===== src/rtl/uart_hs_bridge_if.sv =====
// Bundles the host byte streams, the uart_hs side-band and the FIFO status of uart_hs_bridge.
// slave = bridge side, master = host/uart_hs environment side.
interface uart_hs_bridge_if #(
  parameter int DEPTH = 16
);
  localparam int ADDR_W = $clog2(DEPTH);

  logic              tx_in_valid;
  logic [7:0]        tx_in_data;
  logic              tx_in_ready;
  logic              uart_send;
  logic [7:0]        uart_data_in;
  logic              uart_rec;
  logic [7:0]        uart_data_out;
  logic              rx_out_valid;
  logic [7:0]        rx_out_data;
  logic              rx_out_ready;
  logic              rx_overflow;
  logic              rx_ovf_clr;
  logic [ADDR_W:0]   tx_level;
  logic [ADDR_W:0]   rx_level;

  modport slave (
    input  tx_in_valid, tx_in_data, uart_rec, uart_data_out, rx_out_ready, rx_ovf_clr,
    output tx_in_ready, uart_send, uart_data_in, rx_out_valid, rx_out_data, rx_overflow,
           tx_level, rx_level
  );

  modport master (
    output tx_in_valid, tx_in_data, uart_rec, uart_data_out, rx_out_ready, rx_ovf_clr,
    input  tx_in_ready, uart_send, uart_data_in, rx_out_valid, rx_out_data, rx_overflow,
           tx_level, rx_level
  );
endinterface


===== src/rtl/uart_hs_bridge.sv =====
// Stream-to-uart_hs bridge: paced TX FIFO feeding uart_send/uart_data_in, RX FIFO fed by uart_rec edges.
// Optional UART_HS_BRIDGE_LOOPBACK_EN adds a loopback input routing TX bytes straight into the RX FIFO.
module uart_hs_bridge #(
  parameter int DEPTH        = 16,
  parameter int SEND_HIGH    = 4,
  parameter int FRAME_CYCLES = 256
) (
  input  logic            sys_clk,
  input  logic            sys_rst_n,
`ifdef UART_HS_BRIDGE_LOOPBACK_EN
  input  logic            loopback,
`endif
  uart_hs_bridge_if.slave bus
);
  localparam int ADDR_W = $clog2(DEPTH);
  localparam int CNT_W  = $clog2(FRAME_CYCLES + 1);
  localparam logic [ADDR_W:0]   LVL_FULL = (ADDR_W + 1)'(DEPTH);
  localparam logic [ADDR_W:0]   LVL_ONE  = (ADDR_W + 1)'(1);
  localparam logic [ADDR_W-1:0] PTR_ONE  = ADDR_W'(1);
  localparam logic [CNT_W-1:0]  CNT_ONE  = CNT_W'(1);

  typedef enum logic [1:0] {ST_IDLE, ST_SEND, ST_GAP} tx_state_t;

  logic w_lb_on;
`ifdef UART_HS_BRIDGE_LOOPBACK_EN
  assign w_lb_on = loopback;
`else
  assign w_lb_on = 1'b0;
`endif

  // ---------------- TX FIFO ----------------
  logic [7:0]        r_tx_mem [DEPTH];
  logic [ADDR_W-1:0] r_tx_wptr, r_tx_rptr;
  logic [ADDR_W:0]   r_tx_level, w_tx_level_nxt;
  logic              r_tx_ready;
  logic              w_tx_push, w_tx_pop;

  assign w_tx_push = bus.tx_in_valid & r_tx_ready;

  always_comb begin
    w_tx_level_nxt = r_tx_level;
    unique case ({w_tx_push, w_tx_pop})
      2'b10:   w_tx_level_nxt = r_tx_level + LVL_ONE;
      2'b01:   w_tx_level_nxt = r_tx_level - LVL_ONE;
      default: w_tx_level_nxt = r_tx_level;
    endcase
  end

  // NOTE: storage arrays carry no reset; pointers and levels alone define validity, and
  // leaving the RAM unreset lets it map onto plain memory cells.
  always_ff @(posedge sys_clk) begin
    if (w_tx_push) r_tx_mem[r_tx_wptr] <= bus.tx_in_data;
  end

  always_ff @(posedge sys_clk or negedge sys_rst_n) begin
    if (!sys_rst_n) begin
      r_tx_wptr  <= '0;
      r_tx_rptr  <= '0;
      r_tx_level <= '0;
      r_tx_ready <= 1'b1;
    end else begin
      if (w_tx_push) r_tx_wptr <= r_tx_wptr + PTR_ONE;
      if (w_tx_pop)  r_tx_rptr <= r_tx_rptr + PTR_ONE;
      r_tx_level <= w_tx_level_nxt;
      r_tx_ready <= (w_tx_level_nxt != LVL_FULL);
    end
  end

  // ---------------- TX pacing FSM ----------------
  tx_state_t        r_state, w_state_nxt;
  logic [CNT_W-1:0] r_cnt, w_cnt_nxt;
  logic             r_send, w_send_nxt;
  logic [7:0]       r_data, w_data_nxt;

  // NOTE: every combinational output gets a default before the case so no path leaves a
  // latch behind.
  always_comb begin
    w_state_nxt = r_state;
    w_cnt_nxt   = r_cnt;
    w_send_nxt  = r_send;
    w_data_nxt  = r_data;
    w_tx_pop    = 1'b0;
    unique case (r_state)
      ST_IDLE: begin
        if (r_tx_level != '0) begin
          w_tx_pop    = 1'b1;
          w_data_nxt  = r_tx_mem[r_tx_rptr];
          w_send_nxt  = ~w_lb_on;
          w_cnt_nxt   = CNT_ONE;
          w_state_nxt = ST_SEND;
        end
      end
      ST_SEND: begin
        w_cnt_nxt = r_cnt + CNT_ONE;
        if (r_cnt == CNT_W'(SEND_HIGH)) begin
          w_send_nxt  = 1'b0;
          w_state_nxt = ST_GAP;
        end
      end
      ST_GAP: begin
        w_cnt_nxt = r_cnt + CNT_ONE;
        if (r_cnt == CNT_W'(FRAME_CYCLES)) begin
          w_cnt_nxt   = '0;
          w_state_nxt = ST_IDLE;
        end
      end
      default: begin
        w_cnt_nxt   = '0;
        w_send_nxt  = 1'b0;
        w_state_nxt = ST_IDLE;
      end
    endcase
  end

  // NOTE: clocked state uses non-blocking assignments so every register samples pre-edge values.
  always_ff @(posedge sys_clk or negedge sys_rst_n) begin
    if (!sys_rst_n) begin
      r_state <= ST_IDLE;
      r_cnt   <= '0;
      r_send  <= 1'b0;
      r_data  <= '0;
    end else begin
      r_state <= w_state_nxt;
      r_cnt   <= w_cnt_nxt;
      r_send  <= w_send_nxt;
      r_data  <= w_data_nxt;
    end
  end

  // ---------------- RX capture and FIFO ----------------
  logic [7:0]        r_rx_mem [DEPTH];
  logic [ADDR_W-1:0] r_rx_wptr, r_rx_rptr;
  logic [ADDR_W:0]   r_rx_level, w_rx_level_nxt;
  logic              r_rec_d, r_ovf;
  logic              w_rx_req, w_rx_push, w_rx_pop, w_rx_full, w_rx_empty;
  logic [7:0]        w_rx_din;

  // Loopback bytes and line edges are mutually exclusive, so one write port suffices.
  assign w_rx_req   = (bus.uart_rec & ~r_rec_d & ~w_lb_on) | (w_tx_pop & w_lb_on);
  assign w_rx_din   = w_lb_on ? r_tx_mem[r_tx_rptr] : bus.uart_data_out;
  assign w_rx_full  = (r_rx_level == LVL_FULL);
  assign w_rx_empty = (r_rx_level == '0);
  assign w_rx_pop   = ~w_rx_empty & bus.rx_out_ready;
  assign w_rx_push  = w_rx_req & (~w_rx_full | w_rx_pop);

  always_comb begin
    w_rx_level_nxt = r_rx_level;
    unique case ({w_rx_push, w_rx_pop})
      2'b10:   w_rx_level_nxt = r_rx_level + LVL_ONE;
      2'b01:   w_rx_level_nxt = r_rx_level - LVL_ONE;
      default: w_rx_level_nxt = r_rx_level;
    endcase
  end

  always_ff @(posedge sys_clk) begin
    if (w_rx_push) r_rx_mem[r_rx_wptr] <= w_rx_din;
  end

  always_ff @(posedge sys_clk or negedge sys_rst_n) begin
    if (!sys_rst_n) begin
      r_rx_wptr  <= '0;
      r_rx_rptr  <= '0;
      r_rx_level <= '0;
      r_rec_d    <= 1'b0;
      r_ovf      <= 1'b0;
    end else begin
      r_rec_d <= bus.uart_rec;
      if (w_rx_push) r_rx_wptr <= r_rx_wptr + PTR_ONE;
      if (w_rx_pop)  r_rx_rptr <= r_rx_rptr + PTR_ONE;
      r_rx_level <= w_rx_level_nxt;
      // A drop in the same cycle as a clear keeps the flag set.
      if (w_rx_req & ~w_rx_push) r_ovf <= 1'b1;
      else if (bus.rx_ovf_clr)   r_ovf <= 1'b0;
    end
  end

  assign bus.tx_in_ready  = r_tx_ready;
  assign bus.uart_send    = r_send;
  assign bus.uart_data_in = r_data;
  assign bus.rx_out_valid = ~w_rx_empty;
  assign bus.rx_out_data  = w_rx_empty ? 8'h00 : r_rx_mem[r_rx_rptr];
  assign bus.rx_overflow  = r_ovf;
  assign bus.tx_level     = r_tx_level;
  assign bus.rx_level     = r_rx_level;
endmodule


===== src/flat_wrapper.sv =====
// flat-port wrapper written by rule: the top's interface ports become plain ports
module uart_hs_bridge_flat 
#(
  parameter int DEPTH        = 16,
  parameter int SEND_HIGH    = 4,
  parameter int FRAME_CYCLES = 256
)
  (sys_clk, sys_rst_n, bus_tx_in_valid, bus_tx_in_data, bus_uart_rec, bus_uart_data_out, bus_rx_out_ready, bus_rx_ovf_clr, bus_tx_in_ready, bus_uart_send, bus_uart_data_in, bus_rx_out_valid, bus_rx_out_data, bus_rx_overflow, bus_tx_level, bus_rx_level);
  uart_hs_bridge_if #(.DEPTH(DEPTH)) bus_i ();
  input  logic sys_clk;
  input  logic sys_rst_n;
  input wire logic [$bits(bus_i.tx_in_valid)-1:0] bus_tx_in_valid;
  input wire logic [$bits(bus_i.tx_in_data)-1:0] bus_tx_in_data;
  input wire logic [$bits(bus_i.uart_rec)-1:0] bus_uart_rec;
  input wire logic [$bits(bus_i.uart_data_out)-1:0] bus_uart_data_out;
  input wire logic [$bits(bus_i.rx_out_ready)-1:0] bus_rx_out_ready;
  input wire logic [$bits(bus_i.rx_ovf_clr)-1:0] bus_rx_ovf_clr;
  output wire logic [$bits(bus_i.tx_in_ready)-1:0] bus_tx_in_ready;
  output wire logic [$bits(bus_i.uart_send)-1:0] bus_uart_send;
  output wire logic [$bits(bus_i.uart_data_in)-1:0] bus_uart_data_in;
  output wire logic [$bits(bus_i.rx_out_valid)-1:0] bus_rx_out_valid;
  output wire logic [$bits(bus_i.rx_out_data)-1:0] bus_rx_out_data;
  output wire logic [$bits(bus_i.rx_overflow)-1:0] bus_rx_overflow;
  output wire logic [$bits(bus_i.tx_level)-1:0] bus_tx_level;
  output wire logic [$bits(bus_i.rx_level)-1:0] bus_rx_level;
  assign bus_i.tx_in_valid = bus_tx_in_valid;
  assign bus_i.tx_in_data = bus_tx_in_data;
  assign bus_i.uart_rec = bus_uart_rec;
  assign bus_i.uart_data_out = bus_uart_data_out;
  assign bus_i.rx_out_ready = bus_rx_out_ready;
  assign bus_i.rx_ovf_clr = bus_rx_ovf_clr;
  assign bus_tx_in_ready = bus_i.tx_in_ready;
  assign bus_uart_send = bus_i.uart_send;
  assign bus_uart_data_in = bus_i.uart_data_in;
  assign bus_rx_out_valid = bus_i.rx_out_valid;
  assign bus_rx_out_data = bus_i.rx_out_data;
  assign bus_rx_overflow = bus_i.rx_overflow;
  assign bus_tx_level = bus_i.tx_level;
  assign bus_rx_level = bus_i.rx_level;
  uart_hs_bridge #(.DEPTH(DEPTH), .SEND_HIGH(SEND_HIGH), .FRAME_CYCLES(FRAME_CYCLES)) u_core (.sys_clk(sys_clk), .sys_rst_n(sys_rst_n), .bus(bus_i));
endmodule

===== config.mk =====
export PLATFORM = sky130hd
export DESIGN_NAME = uart_hs_bridge_flat
export DESIGN_NICKNAME = d
export VERILOG_FILES = /design/src/rtl/uart_hs_bridge_if.sv /design/src/rtl/uart_hs_bridge.sv /design/src/flat_wrapper.sv
export SDC_FILE = /design/constraint.sdc
export NUM_CORES = 1
export LEC_CHECK = 0
export CAP_MARGIN = 20
export CORE_AREA = 4 4 149 151
export CTS_CLUSTER_SIZE = 14
export DETAILED_ROUTE_END_ITERATION = 8
export DIE_AREA = 0 0 153 155
export PLACE_DENSITY_LB_ADDON = 0.15
export SETUP_SLACK_MARGIN = 0.15
export SLEW_MARGIN = 20
export SYNTH_ARGS = -nofsm -noshare
export SYNTH_HDL_FRONTEND = slang
export SYNTH_SLANG_ARGS = --single-unit

===== constraint.sdc =====
create_clock -name sys_clk -period 5.2 [get_ports sys_clk]
set_clock_uncertainty 0.05 [all_clocks]
set_input_delay 0.52 -clock sys_clk [delete_from_list [all_inputs] [get_ports sys_clk]]
set_output_delay 0.52 -clock sys_clk [all_outputs]
set_load 0.005 [all_outputs]

======== Word-level counts from Yosys, hierarchy flattened ========
Memory sizes are Yosys's and may differ from the RTL's. A register that Yosys moved wholly into a read port is not among the register bits.
Cells that the tools add are included.
word-level totals
  output and inout port bits .............. 30
  memories kept ........................... 2
  word-level logic and storage cells ...... 77
  RAM bits ................................ 256
  bits in registers ....................... 41
  input bits .............................. 22
cells by class
  multiplexer cells ....................... 21
  equality and inequality tests ........... 13
  bitwise gates (word level) .............. 11
  reduce and logical (&&, ||, !) cells .... 9
  $add $sub $neg .......................... 9
memories
  memory           words  width  rd ports  clocked after memory_dff  write ports  RTL line               text
  u_core.r_rx_mem  16     8      1         0                         1            uart_hs_bridge.sv:131  logic [7:0] r_rx_mem [DEPTH];
  u_core.r_tx_mem  16     8      1         1                         1            uart_hs_bridge.sv:32   logic [7:0] r_tx_mem [DEPTH];
operator list
  operator                                               count
  one-hot mux 9 bit (3 select lines)                     1
  one-hot mux 5 bit (2 select lines)                     2
  2-to-1 mux 9 bit                                       2
  adder 4 x 1 -> 4 bit, second input constant            4
  adder 5 x 1 -> 5 bit, second input constant            2
  2-to-1 mux 1 bit                                       10
  subtractor 5 x 1 -> 5 bit, second input constant       2
  adder 9 x 1 -> 9 bit, second input constant            1
  equality test 9 x 3 -> 1 bit, second input constant    1
  equality test 9 bit, second input constant             1
  2-to-1 mux 8 bit                                       1
  equality test 2 x 1 -> 1 bit, second input constant    3
  equality test 2 bit, second input constant             3
  2-to-1 mux 2 bit                                       3
  inequality test 2 x 1 -> 1 bit, second input constant  3
  one-hot mux 2 bit (3 select lines)                     1
  AND reduction 3 bit                                    2
  bitwise AND 1 bit                                      5
  equality test 5 bit, second input constant             1
  logical NOT 5 bit                                      1
  inequality test 5 bit, second input constant           1
  inverter 1 bit                                         5
  nonzero test 5 bit                                     1
  nonzero test 2 bit                                     2
  5 further kinds                                        5

======== Longest topological paths before layout ========
  depth after elaboration ................. 8
  gate-level depth with buffers ........... 10

======== Worst setup path after synthesis ========
Ideal clock, no wire load.
  path type ............................... register to register
  start ................................... register u_core.r_tx_level[3] (netlist: u_core.bus.tx_level[3])
  end ..................................... register u_core.r_tx_ready (netlist: u_core.bus.tx_in_ready)
  library setup time ...................... 0.084 ns
  data arrival time ....................... 3.318 ns
  setup slack ............................. 1.749 ns
  stages on the path, launching flop included .. 11
  cells stage by stage .................... dfrtp_1 -> nor2_1 -> a211oi_1 -> clkbuf_1 -> ha_1 -> or3b_1 -> a211oi_2 -> mux2i_2 -> xor2_1 -> or4b_1 -> a311o_1
on the way
  longest elaborated chain between the ends .. 6
  elaborated cells on any way between the ends .. 9
  those cells by class .................... 2 x add/sub; 3 x eq/ne; 3 x mux; 1 x reduce/logical
ends and longest elaborated chain
  element                                                                     RTL line              text
  start: declaration                                                          uart_hs_bridge.sv:34  logic [ADDR_W:0] r_tx_level, w_tx_level_nxt;
  start signal: assignment                                                    uart_hs_bridge.sv:64  r_tx_level <= w_tx_level_nxt;
  nonzero test 5 bit                                                          uart_hs_bridge.sv:85  if (r_tx_level != '0) begin
  2-to-1 mux 1 bit                                                            uart_hs_bridge.sv:85
  2-to-1 mux 1 bit                                                            uart_hs_bridge.sv:83  unique case (r_state)
  equality test 2 x 1 -> 1 bit / equality test 2 bit (equally long branches)  uart_hs_bridge.sv:42  unique case ({w_tx_push, w_tx_pop})
  one-hot mux 5 bit (2 select lines) (*)                                      uart_hs_bridge.sv:42
  inequality test 5 bit (*)                                                   uart_hs_bridge.sv:65  r_tx_ready <= (w_tx_level_nxt != LVL_FULL);
  end signal: assignment                                                      uart_hs_bridge.sv:65
  end: declaration                                                            uart_hs_bridge.sv:35  logic r_tx_ready;
Mark *: on every way between the ends. The rest lies on a longest branch, timed or not.
A chain may end at the register's enable or synchronous reset.

======== Worst setup path in the final report ========
  start ................................... register u_core.r_rx_rptr[0]
  end ..................................... output bus_rx_out_data[6]
on the way
  longest elaborated chain between the ends .. 2
ends and longest elaborated chain
  element                   RTL line               text
  start: declaration        uart_hs_bridge.sv:132  logic [ADDR_W-1:0] r_rx_wptr, r_rx_rptr;
  start signal: assignment  uart_hs_bridge.sv:169  if (w_rx_pop) r_rx_rptr <= r_rx_rptr + PTR_ONE;
  memory (16 x 8 bit)       --
  2-to-1 mux 8 bit          uart_hs_bridge.sv:181  assign bus.rx_out_data = w_rx_empty ? 8'h00 : r_rx_mem[r_rx_rptr];
  end: declaration          flat_wrapper.sv:22     output wire logic [$bits(bus_i.rx_out_data)-1:0] bus_rx_out_data;
No other way between the ends.

==> results_dict.tcl <==
set metrics [dict create \
    run_status "completed" \
    track_usage 0.195 \
    fmax_ghz 0.252 \
    finalPower_mw 7.66 \
    synth.avg_cell_area_um2 19.2 \
    diodes 0 \
    finish.utilization 0.682 \
    dieArea_mm2 0.0237 \
    peakVddDrop_v 0.000424 \
    nets 748 \
    io_buffer_count 51 \
    vias 5986 \
    drt-initial-drc-count 466 \
    worstPathArrival_ps 3400 \
    setup_violations 0 \
    place.gp.congestion 0.769 \
    syn-cell-area_mm2 0.0124 \
    synth_edf_count 256 \
    wl_per_cell_um 22.2 \
    synth_cells 646 \
    tightest_slew_ps 877 \
    cp-start-kind "register" \
    clock_path_buffers 3 \
    path_clk_slew_ps 60 \
    die-width_um 153 \
    wirelength_um 22300 \
    hold_viol_final 0 \
    antenna_found_initial 0 \
    cellPowerDensity_mw_per_mm2 539 \
    path_class "register to output port" \
    vias_per_cell 5.96 \
    synth_compound_area_frac 0.0189 \
    grt.overflow.total 0 \
    drtPass1Iterations 4 \
    worstSetupEndpointType "output port" \
    synth_top_family_by_area "multiplexers" \
    die_height_um 155 \
    clk_latency_ps 550 \
    final_min_period_over_clock_period 0.764 \
    setup_tns_ps 0 \
    ys_async_sr_fraction 0.161 \
    synth_xor_area_frac 0.0176 \
    drive_above_1_share 0.207 \
    synth_mux_area_frac 0.161 \
    slew_violations 0 \
    ys_ff_latch 305 \
    grt_pass1_wl_um 36000 \
    maxSlewHeadroom 0.413 \
    io_pins 52 \
    rsz0062_at_grt "no" \
    maxCapViolations 0 \
    cts_tree "done" \
    grt_pass1_vias 6344 \
    ant_nets 0 \
    cts-root-buf "clkbuf_16" \
    cp.required_ps 4630 \
    ctsHtreeMaxLevel 1 \
    min_period_ps 3970 \
    cts_resized 0 \
    rows 53 \
    synth-simple-area-share 0.0535 \
    synth_ff_type "edfxtp_1" \
    place_hpwl_um 14900 \
    cts_made_buffers 30 \
    drc 0 \
    core_area_mm2 0.0208 \
    cts_hold_buf 0 \
    postCtsSetupBuffers 0 \
    clock_sinks 305 \
    ys_seq_area_frac 0.717 \
    area_delta_synth_final_pct 14.2 \
    initial_utilization 0.597 \
    p_leak_nw 4.75 \
    yosys_warnings 0 \
    synth_fa_ha_area_frac 0.0187 \
    grt_max_degree 50 \
    cp_max_fo 20 \
    synth.distinct_cells 45 \
    synth_nets 686 \
    hold_class "primary input to asynchronous set/reset pin" \
]
==> metal layers <==
metal	vias to the layer above	global-route usage	wire length [µm]
met1	3111	0.254	8860
met5	-	0	0
met3	31	0.0284	909
li1	2696	-	-
met2	148	0.352	12100
met4	0	0.0462	416
==> cell type report <==
class / instances / area, µm²
sequential: 305 / 8920
clock inverter: 12 / 170
multi-input combinational: 301 / 3360
timing repair buffer: 59 / 566
fill: 1343 / 6630
inverter: 11 / 41.3
clock buffer: 42 / 796
tap: 275 / 344
==> critical path: stages, from the launching register on <==
cell,delay (ps)
dfrtp_2,720
buf_4,450
mux4_2,580
mux4_2,490
and2_1,180
clkdlybuf4s50_1,440
==> cells in the mapped netlist, types with 3 or more instances <==
cell        n  share of area
edfxtp_1  256           0.62
mux4_2     80           0.14
dfrtp_1    48          0.097
nor2_1     27         0.0082
and2_1     22          0.011
nand2_1    20         0.0060
clkbuf_1   17         0.0051
ha_1       17          0.017
o21ai_0    16         0.0064
xnor2_1    16          0.011
mux2_2     12          0.011
inv_1      11         0.0033
and3_1     10         0.0050
nand2b_1   10         0.0050
xor2_1      9         0.0063
a21oi_1     8         0.0032
nor3_1      8         0.0032
buf_1       6         0.0018
buf_2       6         0.0024
nand3_1     5         0.0020
nor2b_1     5         0.0025
nand4_1     4         0.0020
mux2i_1     3         0.0024
nor3b_1     3         0.0018
==> per-stage QoR <==
| step | hold WS (ps) | instances | instance area, µm² | setup slack [ps] |
|---|---|---|---|---|
| 6_report | 44.5 | 1005 | 14200 | 1230 |
| 5_1_grt | 94.9 | 1005 | 14200 | 998 |
| 4_1_cts | 51.8 | 1005 | 14200 | 1140 |
| 3_5_place_dp | 446 | 951 | 13200 | 1440 |
| 3_3_place_gp | 444 | 951 | 13200 | 1530 |
| 2_1_floorplan | 174 | 646 | 12400 | 1750 |
==> sequential cells by signal, indices dropped and copies added (netlist names) <==
name                     cells
u_core.bus.tx_level          5
u_core.bus.rx_level          5
u_core.r_rec_d               1
u_core.r_state               2
u_core.r_rx_wptr             4
u_core.bus.uart_send         1
u_core.bus.uart_data_in      8
u_core.r_rx_rptr             4
u_core.bus.tx_in_ready       1
u_core.r_cnt                 9
u_core.r_rx_mem            128
u_core.r_tx_wptr             4
u_core.r_tx_rptr             4
u_core.r_tx_mem            128
u_core.bus.rx_overflow       1
==> power breakdown <==
group | internal (mW) | switching (mW) | leakage (nW) | total [mW]
registers | 2.98 | 0.476 | 2.90 | 3.46
clock network | 1.26 | 0.861 | 0.466 | 2.12
logic | 1.27 | 0.809 | 1.39 | 2.08
total | 5.51 | 2.15 | 4.75 | 7.66
==> final timing paths <==
check	from	endpoint	slack, ps	depth (start not counted)
setup / recovery	u_core.r_rx_rptr[0]	bus_rx_out_data[6]	1230	5
setup reg to reg	u_core.bus.tx_level[3]	u_core.bus.tx_in_ready	1870	10
hold / removal	sys_rst_n	u_core.bus.rx_level[1]	40	2
max in group asynchronous	sys_rst_n	u_core.r_tx_rptr[0]	4570	2
min in group sys_clk	bus_uart_rec	u_core.r_rec_d	410	1
hold reg to reg	u_core.bus.uart_data_in[5]	u_core.bus.uart_data_in[5]	450	1
==> cells in the final DEF (no fill, tap or decap), drive strengths merged, types with 4 or more instances in the layout <==
master / count
inv: 11
nand3: 5
o21ai: 16
bufinv: 4
clkbuf: 42
nor2b: 5
and3: 10
nand2b: 10
edfxtp: 256
mux4: 80
buf: 9
xor2: 9
dfrtp: 48
nor2: 27
a21oi: 9
mux2i: 4
nand4: 4
xnor2: 16
ha: 17
nand2: 20
clkinv: 8
nor3: 9
clkdlybuf4s50: 50
mux2: 14
and2: 22
==> cells by family after synthesis <==
logic type | Yosys count
compound gates | 37
xor+xnor | 25
fa+ha+maj | 18
buf+inv | 40
flops | 305
mux | 98
simple gates | 123
Power figures use the tool's default switching activity.
